==> config.mk <==
export PLATFORM = sky130hd
export DESIGN_NAME = bank_burst_reader_flat
export DESIGN_NICKNAME = d
export VERILOG_FILES = /design/src/rtl/tpu_mem_pkg.sv /design/src/rtl/bank_burst_reader_if.sv /design/src/rtl/bank_rd_fifo.sv /design/src/rtl/bank_burst_reader.sv /design/src/flat_wrapper.sv
export SDC_FILE = /design/constraint.sdc
export NUM_CORES = 1
export LEC_CHECK = 0
export BUFFER_PORTS_ARGS = -buffer_cell sky130_fd_sc_hd__buf_2
export CAP_MARGIN = 20
export CORE_AREA = 3 3 117 119
export CTS_CLUSTER_DIAMETER = 30
export DETAILED_ROUTE_END_ITERATION = 8
export DIE_AREA = 0 0 120 122
export PLACE_DENSITY_LB_ADDON = 0.08
export RECOVER_POWER = 25
export SLEW_MARGIN = 15
export SYNTH_ARGS = -nofsm -noshare
export SYNTH_HDL_FRONTEND = slang
export SYNTH_SLANG_ARGS = --single-unit
==> constraint.sdc <==
create_clock -name clk -period 2 [get_ports clk]
set_input_delay 0.1 -clock clk [delete_from_list [all_inputs] [get_ports clk]]
set_output_delay 0.1 -clock clk [all_outputs]
set_load 0.01 [all_outputs]
==> src/rtl/tpu_mem_pkg.sv <==
// Shared definitions for the memory-bank front-end blocks.
//   rd_state_e      : burst reader control states
//   RD_FIFO_DEPTH   : output buffer depth (covers the one-cycle bank read latency)
package tpu_mem_pkg;

  typedef enum logic [1:0] {
    IDLE  = 2'd0,
    READ  = 2'd1,
    DRAIN = 2'd2
  } rd_state_e;

  localparam int RD_FIFO_DEPTH = 2;
  localparam int RD_FIFO_PTR_W = $clog2(RD_FIFO_DEPTH);
  localparam int RD_FIFO_CNT_W = $clog2(RD_FIFO_DEPTH + 1);

endpackage

==> src/rtl/bank_burst_reader_if.sv <==
// Bus bundle for bank_burst_reader: burst command, write request, bank port
// and output stream.
//   slave  : the burst reader itself
//   master : the surrounding environment (requesters, bank, consumer)
interface bank_burst_reader_if #(
  parameter int DATA_W = 32,
  parameter int ADDR_W = 10
);
  localparam int LEN_W = ADDR_W + 1;

  logic              cmd_valid;
  logic              cmd_ready;
  logic [ADDR_W-1:0] cmd_base;
  logic [LEN_W-1:0]  cmd_len;

  logic              wr_valid;
  logic              wr_ready;
  logic [ADDR_W-1:0] wr_addr;
  logic [DATA_W-1:0] wr_data;

  logic              bank_we;
  logic [ADDR_W-1:0] bank_addr;
  logic [DATA_W-1:0] bank_din;
  logic [DATA_W-1:0] bank_dout;

  logic              out_valid;
  logic              out_ready;
  logic [DATA_W-1:0] out_data;
  logic              out_last;

  logic              busy;

  modport slave (
    input  cmd_valid, cmd_base, cmd_len, wr_valid, wr_addr, wr_data,
           bank_dout, out_ready,
    output cmd_ready, wr_ready, bank_we, bank_addr, bank_din,
           out_valid, out_data, out_last, busy
  );

  modport master (
    output cmd_valid, cmd_base, cmd_len, wr_valid, wr_addr, wr_data,
           bank_dout, out_ready,
    input  cmd_ready, wr_ready, bank_we, bank_addr, bank_din,
           out_valid, out_data, out_last, busy
  );
endinterface

==> src/rtl/bank_rd_fifo.sv <==
// Small output buffer for the burst reader. Push and pop may occur in the
// same cycle; the caller guarantees no push when full and no pop when empty.
//   clk, rst_n : clock, async active-low reset
//   push, din  : write entry
//   pop        : retire head entry
//   dout       : head entry (registered storage)
//   count      : occupancy
module bank_rd_fifo
  import tpu_mem_pkg::*;
#(
  parameter int W = 33
) (
  input  logic                     clk,
  input  logic                     rst_n,
  input  logic                     push,
  input  logic [W-1:0]             din,
  input  logic                     pop,
  output logic [W-1:0]             dout,
  output logic [RD_FIFO_CNT_W-1:0] count
);

  logic [RD_FIFO_DEPTH-1:0][W-1:0] mem_q, mem_d;
  logic [RD_FIFO_PTR_W-1:0]        wr_ptr_q, wr_ptr_d, rd_ptr_q, rd_ptr_d;
  logic [RD_FIFO_CNT_W-1:0]        count_q, count_d;

  always_comb begin
    mem_d    = mem_q;
    wr_ptr_d = wr_ptr_q;
    rd_ptr_d = rd_ptr_q;
    count_d  = count_q;
    if (push) begin
      mem_d[wr_ptr_q] = din;
      wr_ptr_d        = wr_ptr_q + 1'b1;
    end
    if (pop) rd_ptr_d = rd_ptr_q + 1'b1;
    case ({push, pop})
      2'b10:   count_d = count_q + 1'b1;
      2'b01:   count_d = count_q - 1'b1;
      default: count_d = count_q;
    endcase
  end

  always_ff @(posedge clk or negedge rst_n) begin
    if (!rst_n) begin
      mem_q    <= '0;
      wr_ptr_q <= '0;
      rd_ptr_q <= '0;
      count_q  <= '0;
    end else begin
      mem_q    <= mem_d;
      wr_ptr_q <= wr_ptr_d;
      rd_ptr_q <= rd_ptr_d;
      count_q  <= count_d;
    end
  end

  assign dout  = mem_q[rd_ptr_q];
  assign count = count_q;

endmodule

==> src/rtl/bank_burst_reader.sv <==
// Burst read engine + write mux in front of a single-port bank with a
// one-cycle registered read. Bursts read base..base+len-1 (address wraps)
// and stream the words out with a last-of-burst flag; single-word writes
// are forwarded to the bank only while idle.
//   clk, rst_n : clock, async active-low reset
//   bus.cmd_*  : burst command (base, len) handshake
//   bus.wr_*   : single-word write request handshake
//   bus.bank_* : bank port drive / read data
//   bus.out_*  : output word stream (valid/ready, last)
//   bus.busy   : controller not idle
module bank_burst_reader
  import tpu_mem_pkg::*;
#(
  parameter int DATA_W = 32,
  parameter int ADDR_W = 10,
  parameter int LEN_W  = ADDR_W + 1
) (
  input logic               clk,
  input logic               rst_n,
  bank_burst_reader_if.slave bus
);

  rd_state_e         state_q, state_d;
  logic [ADDR_W-1:0] base_q, base_d;
  logic [LEN_W-1:0]  len_q, len_d;
  logic [LEN_W-1:0]  issued_q, issued_d;
  logic              inflight_q, inflight_d;
  logic              infl_last_q, infl_last_d;

  logic                     idle, wr_fire, cmd_fire, pop, issue, issue_last;
  logic [RD_FIFO_CNT_W-1:0] fifo_count;
  logic [RD_FIFO_CNT_W:0]   credit;
  logic [DATA_W:0]          fifo_head;

  assign idle          = (state_q == IDLE);
  // Ready outputs are forced low while reset is asserted.
  assign bus.wr_ready  = rst_n && idle;
  assign bus.cmd_ready = rst_n && idle && !bus.wr_valid;
  assign wr_fire       = bus.wr_valid && bus.wr_ready;
  assign cmd_fire      = bus.cmd_valid && bus.cmd_ready;
  assign bus.busy      = !idle;

  assign bus.out_valid = (fifo_count != '0);
  assign bus.out_data  = bus.out_valid ? fifo_head[DATA_W-1:0] : '0;
  assign bus.out_last  = bus.out_valid && fifo_head[DATA_W];
  assign pop           = bus.out_valid && bus.out_ready;

  // Words buffered plus the one still coming out of the bank may never
  // exceed the buffer depth; a same-cycle pop frees one slot.
  assign credit     = {1'b0, fifo_count} + {{RD_FIFO_CNT_W{1'b0}}, inflight_q};
  assign issue      = (state_q == READ) &&
                      ((credit < (RD_FIFO_CNT_W+1)'(RD_FIFO_DEPTH)) ||
                       ((credit == (RD_FIFO_CNT_W+1)'(RD_FIFO_DEPTH)) && pop));
  assign issue_last = (issued_q == len_q - LEN_W'(1));

  always_comb begin
    state_d     = state_q;
    base_d      = base_q;
    len_d       = len_q;
    issued_d    = issued_q;
    inflight_d  = issue;
    infl_last_d = issue && issue_last;
    case (state_q)
      IDLE: begin
        // Zero-length commands handshake and are dropped.
        if (cmd_fire && (bus.cmd_len != '0)) begin
          base_d   = bus.cmd_base;
          len_d    = bus.cmd_len;
          issued_d = '0;
          state_d  = READ;
        end
      end
      READ: begin
        if (issue) begin
          issued_d = issued_q + 1'b1;
          if (issue_last) state_d = DRAIN;
        end
      end
      DRAIN: begin
        // Leave as soon as the buffer will be empty after this cycle, so
        // busy drops the cycle after the last word is taken.
        if (!inflight_q &&
            ((fifo_count == '0) || ((fifo_count == RD_FIFO_CNT_W'(1)) && pop)))
          state_d = IDLE;
      end
      default: state_d = IDLE;
    endcase
  end

  always_comb begin
    bus.bank_we   = 1'b0;
    bus.bank_addr = '0;
    bus.bank_din  = '0;
    if (wr_fire) begin
      bus.bank_we   = 1'b1;
      bus.bank_addr = bus.wr_addr;
      bus.bank_din  = bus.wr_data;
    end else if (issue) begin
      bus.bank_addr = base_q + issued_q[ADDR_W-1:0];
    end
  end

  always_ff @(posedge clk or negedge rst_n) begin
    if (!rst_n) begin
      state_q     <= IDLE;
      base_q      <= '0;
      len_q       <= '0;
      issued_q    <= '0;
      inflight_q  <= 1'b0;
      infl_last_q <= 1'b0;
    end else begin
      state_q     <= state_d;
      base_q      <= base_d;
      len_q       <= len_d;
      issued_q    <= issued_d;
      inflight_q  <= inflight_d;
      infl_last_q <= infl_last_d;
    end
  end

  // The last-of-burst tag rides alongside the bank word.
  bank_rd_fifo #(.W(DATA_W + 1)) u_fifo (
    .clk   (clk),
    .rst_n (rst_n),
    .push  (inflight_q),
    .din   ({infl_last_q, bus.bank_dout}),
    .pop   (pop),
    .dout  (fifo_head),
    .count (fifo_count)
  );

endmodule

==> src/flat_wrapper.sv <==
// flat-port wrapper written by rule: the top's interface ports become plain ports
module bank_burst_reader_flat import tpu_mem_pkg::*;
#(
  parameter int DATA_W = 32,
  parameter int ADDR_W = 10,
  parameter int LEN_W  = ADDR_W + 1
)
  (clk, rst_n, bus_cmd_valid, bus_cmd_base, bus_cmd_len, bus_wr_valid, bus_wr_addr, bus_wr_data, bus_bank_dout, bus_out_ready, bus_cmd_ready, bus_wr_ready, bus_bank_we, bus_bank_addr, bus_bank_din, bus_out_valid, bus_out_data, bus_out_last, bus_busy);
  bank_burst_reader_if #(.DATA_W(DATA_W), .ADDR_W(ADDR_W)) bus_i ();
  input logic clk;
  input logic rst_n;
  input wire logic [$bits(bus_i.cmd_valid)-1:0] bus_cmd_valid;
  input wire logic [$bits(bus_i.cmd_base)-1:0] bus_cmd_base;
  input wire logic [$bits(bus_i.cmd_len)-1:0] bus_cmd_len;
  input wire logic [$bits(bus_i.wr_valid)-1:0] bus_wr_valid;
  input wire logic [$bits(bus_i.wr_addr)-1:0] bus_wr_addr;
  input wire logic [$bits(bus_i.wr_data)-1:0] bus_wr_data;
  input wire logic [$bits(bus_i.bank_dout)-1:0] bus_bank_dout;
  input wire logic [$bits(bus_i.out_ready)-1:0] bus_out_ready;
  output wire logic [$bits(bus_i.cmd_ready)-1:0] bus_cmd_ready;
  output wire logic [$bits(bus_i.wr_ready)-1:0] bus_wr_ready;
  output wire logic [$bits(bus_i.bank_we)-1:0] bus_bank_we;
  output wire logic [$bits(bus_i.bank_addr)-1:0] bus_bank_addr;
  output wire logic [$bits(bus_i.bank_din)-1:0] bus_bank_din;
  output wire logic [$bits(bus_i.out_valid)-1:0] bus_out_valid;
  output wire logic [$bits(bus_i.out_data)-1:0] bus_out_data;
  output wire logic [$bits(bus_i.out_last)-1:0] bus_out_last;
  output wire logic [$bits(bus_i.busy)-1:0] bus_busy;
  assign bus_i.cmd_valid = bus_cmd_valid;
  assign bus_i.cmd_base = bus_cmd_base;
  assign bus_i.cmd_len = bus_cmd_len;
  assign bus_i.wr_valid = bus_wr_valid;
  assign bus_i.wr_addr = bus_wr_addr;
  assign bus_i.wr_data = bus_wr_data;
  assign bus_i.bank_dout = bus_bank_dout;
  assign bus_i.out_ready = bus_out_ready;
  assign bus_cmd_ready = bus_i.cmd_ready;
  assign bus_wr_ready = bus_i.wr_ready;
  assign bus_bank_we = bus_i.bank_we;
  assign bus_bank_addr = bus_i.bank_addr;
  assign bus_bank_din = bus_i.bank_din;
  assign bus_out_valid = bus_i.out_valid;
  assign bus_out_data = bus_i.out_data;
  assign bus_out_last = bus_i.out_last;
  assign bus_busy = bus_i.busy;
  bank_burst_reader #(.DATA_W(DATA_W), .ADDR_W(ADDR_W), .LEN_W(LEN_W)) u_core (.clk(clk), .rst_n(rst_n), .bus(bus_i));
endmodule
==> metrics.yaml, run 1 <==
status: "finished, violations left"
failed_checks: "negative setup slack"
pre_cts_ws_ps: -148
die_width_um: 120
place_area_um2: 7110
path_cells: "ha_2, inv_2, fa_2, nor2b_2, o21a_1, o21ai_2, a211oi_2, or3_1, a32o_1, buf_2"
finalClockSkew_ps: 4.93
finish.utilization_pct: 64.9
clk_latency_ps: 350
fmax_ghz: 0.406
critPathMaxFanout: 2
finalCriticalPeriod_ps: 2470
met1_usage_pct: 28.3
drive_above_1_share_pct: 42.3
first_global_vias: 5170
clock_path_buffers: 2
drv_slew: 0
syn_inst: 569
synth_nets: 687
fin_ws_ps: -465
maxCapViolCount: 0
num_vias: 5087
cts.sinks: 106
area_delta_synth_final_pct: 39.0
wire_per_inst_um: 15.8
fillCellCount: 1081
synth_flop_cell: "dfrtp_1"
cts_tree: "built"
setup_tns_ps: -1580
hp-class: "in -> reg"
initial_core_util_pct: 46.7
core_area_um2: 12700
slew_headroom_pct: 6.00
fin_area_um2: 8220
grt_pass1_wl_mm: 25.3
cellPowerDensity_nw_per_um2: 1560
power_mw: 12.8
p_leak_nw: 4.19
yosys_register_bits: 106
cp.arrival_ps: 2370
cp.required_ps: 1900
portBuffers: 179
dp_cells: 913
first_pass_iters: 4
ys_warn_count: 0
cts-htree-levels: 3
die_y_um: 122
fin_cells: 995
synth_edf_count: 0
hold_viol: 0
async_flop_share_pct: 100
nNetsFinal: 936
drt_iter0_markers: 335
worst_setup_path_start_kind: "flop"
antenna_found_initial: 0
ys_seq_area_share_pct: 44.8
tightest_slew_ps: 1410
postRouteAntennaNets: 0
wirelength_mm: 15.7
dp_hpwl_mm: 10.5
antennaDiodeCount: 0
overflow: 0
synthDistinctLibCells: 63
use_met2_pct: 36.7
grtUsageMet3_pct: 3.16
synth.avg_cell_area_um2: 10.4
grt_max_degree: 107
row_count: 41
via_per_inst: 5.11
cts_root_buf: "clkbuf_16"
grt_usage_pct: 21.5
path_class: "reg -> out"
die_area_um2: 14600
cpPeakStageDelay_ps: 380
rsz0062_at_grt: "yes"
fin_crit_sh_pct: 123
clk_pin_slew_ps: 70
io_pins: 180
slowest_stage: "dfrtp_1"
holdWs_ps: 13.5
irDropWorstVdd_v: 0.000732
gp_congestion: 0.817
grt_most_used_layer: "met2"
cts_buffers: 9
drc: 0
syn_area_um2: 5920
setup_viol: 10
endpoint_kind: "output pin"
==> cell families (layout without fill, tap and decap cells) <==
kind of cell	Yosys count	in the layout	share of synthesized area, %
simple gates	209	209	17.7
flops	106	106	44.8
mux	99	99	18.1
compound gates	54	54	6.00
buf+inv	51	305	4.55
xor+xnor	32	32	4.86
fa+ha+maj	18	18	3.93
==> cells in the mapped netlist (5+ instances only) <==
master | instances | area (um2)
a21oi_1 | 7 | 35.0
and3_1 | 36 | 225
buf_2 | 10 | 50.1
buf_6 | 5 | 56.3
clkbuf_1 | 11 | 41.3
dfrtp_1 | 106 | 2650
ha_1 | 17 | 213
inv_1 | 16 | 60.1
mux2_2 | 66 | 743
mux2i_1 | 33 | 330
nand2_1 | 71 | 267
nand3_1 | 5 | 25.0
nand4_1 | 13 | 81.3
nor2_1 | 53 | 199
o21ai_0 | 17 | 85.1
xnor2_1 | 12 | 105
xor2_1 | 19 | 166
==> where the power goes <==
part           internal [mW]  total (mW)  leakage (nW)  switching [mW]
clock network           1.01        1.80         0.143           0.792
logic                   3.60        7.22          2.77            3.62
registers               3.15        3.82          1.28           0.672
total                   7.76        12.8          4.19            5.08
==> flip-flops by register name (all words and copies together), names as in the netlist <==
register / count
u_core.u_fifo.rd_ptr_q: 1
u_core.u_fifo.mem_q: 66
u_core.len_q: 11
u_core.u_fifo.wr_ptr_q: 1
u_core.state_q: 2
u_core.inflight_q: 1
u_core.infl_last_q: 1
u_core.u_fifo.count: 2
u_core.issued_q: 11
u_core.base_q: 10
==> timing repair <==
item / CTS / global route
hold buffers: 52 / 0
buffers inserted: 10 / 4
gates cloned: 1 / 0
endpoints found under the hold margin: 187 / 0
setup endpoints to repair: 43 / 58
pin swaps: 19 / 12
gates resized for setup: 39 / 18
==> layout make-up <==
class	count	area [um2]	area share, %
Tap cell	172	215	2.62
Inverter	17	68.8	0.837
Sequential cell	106	2650	32.3
Clock inverter	4	51.3	0.624
Clock buffer	12	246	3.00
Timing Repair inverter	1	6.26	0.0761
Multi-Input combinational cell	412	3190	38.8
Timing Repair Buffer	271	1790	21.7
==> worst paths after layout <==
check | from | depth (start not counted) | to | slack (ps)
hold reg to reg | u_core.state_q[1] | 1 | u_core.infl_last_q | 490
hold / removal | bus_bank_dout[12] | 2 | u_core.u_fifo.mem_q[12] | 10
max in group asynchronous | rst_n | 3 | u_core.u_fifo.rd_ptr_q | 230
min in group asynchronous | rst_n | 3 | u_core.infl_last_q | 830
setup reg to reg | u_core.u_fifo.count[0] | 11 | u_core.issued_q[4] | 50
setup / recovery | u_core.base_q[0] | 10 | bus_bank_addr[8] | -470
==> per-layer routing <==
| layer | wire length (um) | share of wire [%] |
|---|---|---|
| met5 | 0 | 0 |
| met1 | 6970 | 44 |
| met3 | 677 | 4.3 |
| met4 | 190 | 1.2 |
| met2 | 7910 | 50 |
==> worst max-delay path, delay by kind of cell, from the launching register on <==
| kind | cells | cell delay [ps] |
|---|---|---|
| buffers and inverters | 2 | 190 |
| adders and majority gates | 2 | 380 |
| DFF | 1 | 380 |
| and+or+nand+nor | 2 | 360 |
| AOI/OAI and AO/OA | 4 | 700 |
==> placed cells by master, fill, tap and decap left out, types with 14 or more instances in the layout <==
cell type	count
buf_2	178
dfrtp_1	105
nand2_1	71
mux2_2	66
dlygate4sd3_1	52
nor2_1	50
and3_1	36
mux2i_1	33
buf_4	29
xor2_1	19
inv_1	14
Power figures use the tool's default switching activity.
==> inputs of run 2 (changes only) <==
--- a/config.mk
+++ b/config.mk
@@ -7,12 +7,13 @@
 export LEC_CHECK = 0
 export BUFFER_PORTS_ARGS = -buffer_cell sky130_fd_sc_hd__buf_2
 export CAP_MARGIN = 20
-export CORE_AREA = 3 3 117 119
+export CORE_AREA = 3 3 107 129
 export CTS_CLUSTER_DIAMETER = 30
 export DETAILED_ROUTE_END_ITERATION = 8
-export DIE_AREA = 0 0 120 122
+export DIE_AREA = 0 0 110 132
 export PLACE_DENSITY_LB_ADDON = 0.08
 export RECOVER_POWER = 25
+export REMOVE_ABC_BUFFERS = 1
 export SLEW_MARGIN = 15
 export SYNTH_ARGS = -nofsm -noshare
 export SYNTH_HDL_FRONTEND = slang
==> run 2 against run 1 <==
- critical path type unchanged
- the flow still finishes with violations (negative setup slack)
- utilization fell by 1.2 points
- critical endpoint unchanged
- power fell by 2.9%
- combinational power fell by 3.3%
==> metrics.yaml, run 2 (synthesis results as in run 1) <==
largest_reg_flops: 66
antenna_found_initial: 0
tightest_slew_ps: 1200
fin_ws_ps: -447
die_area_um2: 14500
cellPowerDensity_nw_per_um2: 1540
drive_above_1_share_pct: 42.2
dp_hpwl_mm: 10.4
rsz0062_at_grt: "yes"
endpoint_kind: "output pin"
path_buf_inv: 2
row_count: 45
worst_setup_path_start_kind: "flop"
path_class: "reg -> out"
pre_cts_ws_ps: -134
finalClockSkew_ps: 8.86
fmax_ghz: 0.409
nNetsFinal: 932
wirelength_mm: 15.0
cp.required_ps: 1900
drc: 0
gp_congestion: 0.832
cts_root_buf: "clkbuf_16"
clk_pin_slew_ps: 70
finish.utilization_pct: 63.7
cp.arrival_ps: 2350
cpPeakStageDelay_ps: 390
grt_pass1_wl_mm: 24.5
die_width_um: 110
path_delay_family: "compound AO/OA/AOI/OAI gates"
via_per_inst: 5.13
status: "finished, violations left"
top_register: "u_core.u_fifo.mem_q"
mostFrequentLayoutCells: "179 x buf_2, 105 x dfrtp_1, 70 x nand2_1"
slowest_stage: "dfrtp_1"
final_common_cell: "buf_2"
grt_max_degree: 55
postRouteAntennaNets: 0
initial_core_util_pct: 46.7
drv_slew: 0
failed_checks: "negative setup slack"
fillCellCount: 1107
cts-htree-levels: 3
clock_path_buffers: 2
wire_per_inst_um: 15.2
core_area_um2: 12700
finalCriticalPeriod_ps: 2450
overflow: 0
maxCapViolCount: 0
fin_cells: 983
clk_latency_ps: 340
cts_tree: "built"
irDropWorstVdd_v: 0.000654
io_pins: 180
antennaDiodeCount: 0
drt_iter0_markers: 193
area_delta_synth_final_pct: 36.4
power_mw: 12.5
num_vias: 5042
path_cells: "ha_2, inv_2, fa_2, nor2b_1, o21a_1, o21ai_2, a211oi_2, or3_1, a32o_1, buf_2"
setup_viol: 17
critPathMaxFanout: 2
die_y_um: 132
p_leak_nw: 4.13
first_pass_iters: 4
reg_top3: "u_core.u_fifo.mem_q x66, u_core.issued_q x11, u_core.len_q x11"
hp-class: "in -> reg"
hold_viol: 0
cts_buffers: 9
slew_headroom_pct: 20.3
first_global_vias: 5253
cts.sinks: 106
portBuffers: 179
grt_usage_pct: 20.7
fin_crit_sh_pct: 122
dp_cells: 907
==> run 2: cell types whose count changed in the layout (fill, tap and decap cells not counted), moves of 3 or more <==
cell / change
buf_4: +4
buf_6: +3
dlygate4sd3_1: -7
o21ai_1: +3
==> run 2: worst paths after layout <==
check / startpoint / end / slack [ps] / depth (start not counted)
max: u_core.base_q[0] / bus_bank_addr[8] / -450 / 10
min: bus_bank_dout[9] / u_core.u_fifo.mem_q[42] / 8 / 2
max reg2reg: u_core.u_fifo.count[0] / u_core.issued_q[10] / -50 / 11
min reg2reg: u_core.base_q[8] / u_core.base_q[8] / 480 / 2
max in group asynchronous: rst_n / u_core.u_fifo.mem_q[26] / 410 / 3
min in group asynchronous: rst_n / u_core.issued_q[0] / 190 / 2
==> run 2: stage by stage <==
step	instance area (um2)	hold WS (ps)	TNS [ps]
2_1_floorplan	5720	-196	-20300
3_3_place_gp	7090	-41.4	-116
3_5_place_dp	7090	-38.7	-248
4_1_cts	7990	1.01	-2500
5_1_grt	8070	5.23	-4940
6_report	8070	7.81	-2050
==> run 2: layer usage <==
layer / GRT usage [%] / vias to the layer above / routed length (um) / share of wire (%)
li1: - / 2466 / - / -
met1: 25.0 / 2443 / 6340 / 42
met2: 37.4 / 113 / 7820 / 52
met3: 3.09 / 20 / 596 / 4.0
met4: 6.10 / 0 / 202 / 1.4
met5: 0 / - / 0 / 0
==> run 2: power breakdown <==
| group | internal (mW) | switching [mW] |
|---|---|---|
| Sequential | 3.15 | 0.691 |
| Clock | 0.855 | 0.793 |
| Combinational | 3.52 | 3.46 |
| Total | 7.52 | 4.95 |
==> run 2: repair_timing <==
item | 4_1_cts | 5_1_grt
hold buffers | 44 | 1
gates resized for setup | 39 | 9
endpoints found under the setup margin | 10 | 38
endpoints found under the hold margin | 68 | 1
pin swaps | 33 | 13
buffers inserted | 7 | 8
==> run 2: cell type report <==
cell class / count / area, um2 / area share (%)
clock inverter: 5 / 40.0 / 0.496
inverter: 17 / 68.8 / 0.852
timing repair buffer: 268 / 1730 / 21.4
multi-input combinational: 412 / 3140 / 38.9
tap: 164 / 205 / 2.54
sequential: 106 / 2650 / 32.9
clock buffer: 11 / 233 / 2.88
